[src/rtl/mem_loader.sv]
// Program loader: packs an incoming byte stream little-endian into DWIDTH-bit
// words and writes them to consecutive addresses from BASE_ADDR, stalling fetch while busy.
module mem_loader #(
  parameter int                AWIDTH    = 32,
  parameter int                DWIDTH    = 32,
  parameter logic [AWIDTH-1:0] BASE_ADDR = AWIDTH'(32'h0100_0000)
) (
  input  logic              clk,
  input  logic              rst,
  input  logic              start_i,
  input  logic [AWIDTH-1:0] length_i,
  input  logic              byte_valid_i,
  input  logic [7:0]        byte_i,
  output logic              byte_ready_o,
  output logic [AWIDTH-1:0] addr_o,
  output logic [DWIDTH-1:0] data_o,
  output logic              write_en_o,
  output logic              read_en_o,
  output logic              hold_o,
  output logic              done_o
);

  localparam int BPW = DWIDTH / 8;
  localparam int CW  = (BPW > 1) ? $clog2(BPW) : 1;

  localparam logic [1:0] IDLE    = 2'd0;
  localparam logic [1:0] COLLECT = 2'd1;
  localparam logic [1:0] WRITE   = 2'd2;
  localparam logic [1:0] DONE    = 2'd3;

  logic [1:0]        state;
  logic [AWIDTH-1:0] words_left;
  logic [AWIDTH-1:0] addr;
  logic [CW-1:0]     byte_cnt;
  logic [DWIDTH-1:0] word;

  // NOTE: every register here uses <= so all branches see the pre-edge values of
  // state, byte_cnt and words_left; blocking assignments would leak updates between them.
  always_ff @(posedge clk or posedge rst) begin
    if (rst) begin
      state      <= IDLE;
      words_left <= '0;
      addr       <= '0;
      byte_cnt   <= '0;
      word       <= '0;
    end else begin
      case (state)
        IDLE, DONE: begin
          if (start_i) begin
            words_left <= length_i;
            addr       <= BASE_ADDR;
            byte_cnt   <= '0;
            state      <= (length_i == '0) ? DONE : COLLECT;
          end
        end
        COLLECT: begin
          if (byte_valid_i) begin
            word[8*byte_cnt +: 8] <= byte_i;
            if (byte_cnt == CW'(BPW - 1)) begin
              byte_cnt <= '0;
              state    <= WRITE;
            end else begin
              byte_cnt <= byte_cnt + CW'(1);
            end
          end
        end
        WRITE: begin
          addr       <= addr + AWIDTH'(BPW);
          words_left <= words_left - AWIDTH'(1);
          state      <= (words_left == AWIDTH'(1)) ? DONE : COLLECT;
        end
        default: state <= IDLE;
      endcase
    end
  end

  // Outputs decode registered state only, so reset clears them without a clock edge.
  assign byte_ready_o = (state == COLLECT);
  assign write_en_o   = (state == WRITE);
  assign hold_o       = (state == COLLECT) || (state == WRITE);
  assign done_o       = (state == DONE);
  assign read_en_o    = 1'b0;
  assign addr_o       = (state == WRITE) ? addr : '0;
  assign data_o       = (state == WRITE) ? word : '0;

endmodule

[config.mk]
export PLATFORM = sky130hd
export DESIGN_NAME = mem_loader
export DESIGN_NICKNAME = d
export VERILOG_FILES = /design/src/rtl/mem_loader.sv
export SDC_FILE = /design/constraint.sdc
export NUM_CORES = 1
export LEC_CHECK = 0
export CAP_MARGIN = 20
export CORE_UTILIZATION = 30
export DETAILED_ROUTE_END_ITERATION = 8
export PLACE_DENSITY = 0.51
export SYNTH_ARGS = -nofsm -noshare
export SYNTH_HDL_FRONTEND = slang
export SYNTH_SLANG_ARGS = --single-unit
[constraint.sdc]
create_clock -name clk -period 3.7 [get_ports clk]
set_input_delay 0.925 -clock clk [delete_from_list [all_inputs] [get_ports clk]]
set_output_delay 0.925 -clock clk [all_outputs]
set_load 0.01 [all_outputs]
==> summary.md <==
| Metric | Value |
|---|---|
| Status | `completed` |
| Final worst slack | `0.570 ns` |
| Worst-path fanout max | `66` |
| DRC Markers | `0` |
| Pwr dens | `634 nW/µm²` |
| Clock Skews | `0.0104 ns` |
| Setup TNS | `0 ns` |
| RR Endpoint | `addr[11]` |
| Largest net degree at the start of global routing | `67` |
| Crit Reg-Reg Startpoint | `state[0]` |
| Top cells by area, synth | `dfrtp_1, and2_1, a22o_1` |
| DP Wirelength | `11,400 µm` |
| YS warnings | `0` |
| Slew of the pin with the lowest slew margin | `0.659 ns` |
| Tmin final | `3.13 ns` |
| Cts repair resizes | `0` |
| Worst Setup Start Kind | `flop` |
| Asr flop ratio synth | `100%` |
| CP endpoint kind | `output port` |
| Unique masters post-synth | `49` |
| Critical-path top delay cell | `clkdlybuf4s50_1` |
| Worst path bufs/invs | `2` |
| CTS tree | `done` |
| Area delta synth->final | `30.1%` |
| Post-synth EDFFs | `0` |
| Worst R2R Path Depth | `8` |
| Initial Util | `30.7%` |
| Crit-path cells | `inv_1 > ha_4 > and2_1 > clkdlybuf4s50_1` |
| Placement Rows | `50` |
| Die X | `140 µm` |
| Post-Synth Simple-Gate Area | `26.1%` |
| Final Hold Viols | `0` |
| Xor/xnor cell area share of the yosys netlist | `3.66%` |
| Register area share after synthesis | `42.7%` |
| Final core occ | `39.9%` |
| Clock tree sinks | `98` |
| Mapped cell area | `5740 µm²` |
| Clock-pin slew of the registers on the worst-case setup and hold paths | `0.07 ns` |
| Min-delay src | `word[8]` |
| Die height | `140 µm` |
| Synth Register Bits | `98` |
| Core ar. | `18,700 µm²` |
| Dpl ws | `0.799 ns` |
| Average wire per standard cell | `17.1 µm` |
| Synthesized area per cell | `9.07 µm²` |
| Rel. slew slack | `55.7%` |
| Antenna viol nets, final | `0` |
| Max incr delay on CP | `0.55 ns` |
| Leakage power figure | `3.11 nW` |
| Achievable Freq | `319 MHz` |
| Max VDD drop | `0.000331 V` |
| Drt via density | `5.37` |
| Diode count | `0` |
| Setup Buffers After CTS | `0` |
| Total die area | `19,700 µm²` |
| Min-Delay Path Class | `flop to flop` |
| Top-area cell type share of the netlist area | `42.7%` |
| WP data required | `2.77 ns` |
| WHS Endpoint | `word[8]` |
| Slew Viols, Final | `0` |
| Drt pass-1 iters | `5` |
| Delay-heaviest family, CP | `buffers and inverters` |
| Critical path type | `flop to output port` |
| WL final | `16,600 µm` |
| Mux cell area share after synthesis | `3.36%` |
| Total GRT Usage | `17.5%` |
| Layout Nets | `787` |
| Post-synthesis adder-cell area fraction | `2.83%` |
| Layout cells sized above 1 | `5.45%` |
| # hold bufs at CTS | `0` |
| Complex-gate fraction of the synthesized area | `17.3%` |
| Worst Hold Depth | `1` |
| Cells after Synth | `633` |
| Unrepaired setup endpoints after global routing | `false` |
| Initial antenna violation count | `0` |
| Io pins | `113` |
| Max cap viols | `0` |
| Worst EP arrival | `2.21 ns` |
| Tcrit/Tclk final | `84.6%` |
| Vias after detailed routing | `5,196` |
| Detailed router's first-iteration violation count | `347` |
| Global route overflow | `0` |
| Cell count along the critical path | `4` |
| I/O Buffers | `109` |
| Clk_lat worst skew | `0.36 ns` |
| Reg2reg setup slack | `1.03 ns` |
| Largest family of logic cells by synthesized area | `simple AND/OR/NAND/NOR gates` |
| Clock tree buffer depth | `2` |
| Root buf cell | `clkbuf_16` |
| Main synth FF type | `dfrtp_1` |
| Synth area leader | `dfrtp_1` |
| Final setup violation count | `0` |
| First-pass GRT wire length | `27,300 µm` |
| Number of CTS-inserted buffers | `9` |
| RD Place Congestion | `0.811` |
| Vias in the first global route | `5,112` |
| H-Tree Depth | `3` |
## state kept, by name, indices dropped and copies added (netlist names)
name / count
word: 32
words_left: 32
addr: 30
byte_cnt: 2
state: 2
## placed cells by master (no fill, tap or decap), drive strengths merged, types with 22 or more instances in the layout
master         synthesis  layout
clkdlybuf4s50          0     109
dfrtp                 98      98
and2                  63      63
nor2                  54      54
nand2                 39      39
a21oi                 35      35
a22o                  34      34
nand3                 30      30
o22ai                 26      26
nor4                  22      22
## worst max path at each step
stage / to / start / slack [ns]
floorplan: addr[10] / rst / 0.21
global placement: addr[11] / start_i / 0.86
detailed placement: addr[11] / start_i / 0.80
CTS: data_o[9] / state[0] / 0.53
global route: data_o[10] / state[0] / 0.43
finish: data_o[7] / state[0] / 0.57
## final cells by class
| class | instances | area, µm² |
|---|---|---|
| fill | 1857 | 11200 |
| sequential | 98 | 2450 |
| clock inverter | 6 | 138 |
| clock buffer | 9 | 225 |
| multi-input combinational | 479 | 3080 |
| tap | 234 | 293 |
| timing repair buffer | 123 | 1210 |
| inverter | 19 | 73.8 |
## where the power goes
group          internal (mW)  leakage (nW)  switching (mW)
registers               1.35          1.26           0.322
clock network          0.731         0.177           0.428
logic                  0.799          1.68            1.10
## routing by layer
| metal | part of all wire (%) | vias to the layer above | GRT usage (%) | wire length [µm] |
|---|---|---|---|---|
| li1 | - | 2493 | - | - |
| met1 | 48 | 2541 | 24.2 | 8000 |
| met2 | 45 | 145 | 26.9 | 7430 |
| met3 | 5.2 | 17 | 3.76 | 857 |
| met4 | 1.9 | 0 | 5.96 | 314 |
| met5 | 0 | - | 0 | 0 |
## synth_stat cells, drive strengths merged (21+ instances only)
master and number:
dfrtp 98, and2 63, nor2 54, nand2 39, a21oi 35, a22o 34, clkbuf 32, nand3 30
o22ai 26, nor4 22, o21ai 21
## logic make-up after synthesis
| family | after synthesis |
|---|---|
| muxes | 19 |
| xor gates and xnor gates | 24 |
| other | 1 |
| and+or+nand+nor | 273 |
| AOI/OAI and AO/OA | 147 |
| adders and majority gates | 13 |
| buffers and inverters | 58 |
| DFF | 98 |
## through the flow
step	power (mW)	area (µm²)	hold WS [ns]	cells
after floorplan	2.98	5750	0.465	635
final	4.73	7470	0.499	968
after global placement	3.52	7100	0.482	953
after detailed placement	3.58	7100	0.483	953
after global routing	5.06	7470	0.509	968
after CTS	4.76	7470	0.504	968
Note: power is estimated with default switching activity, not from simulation.
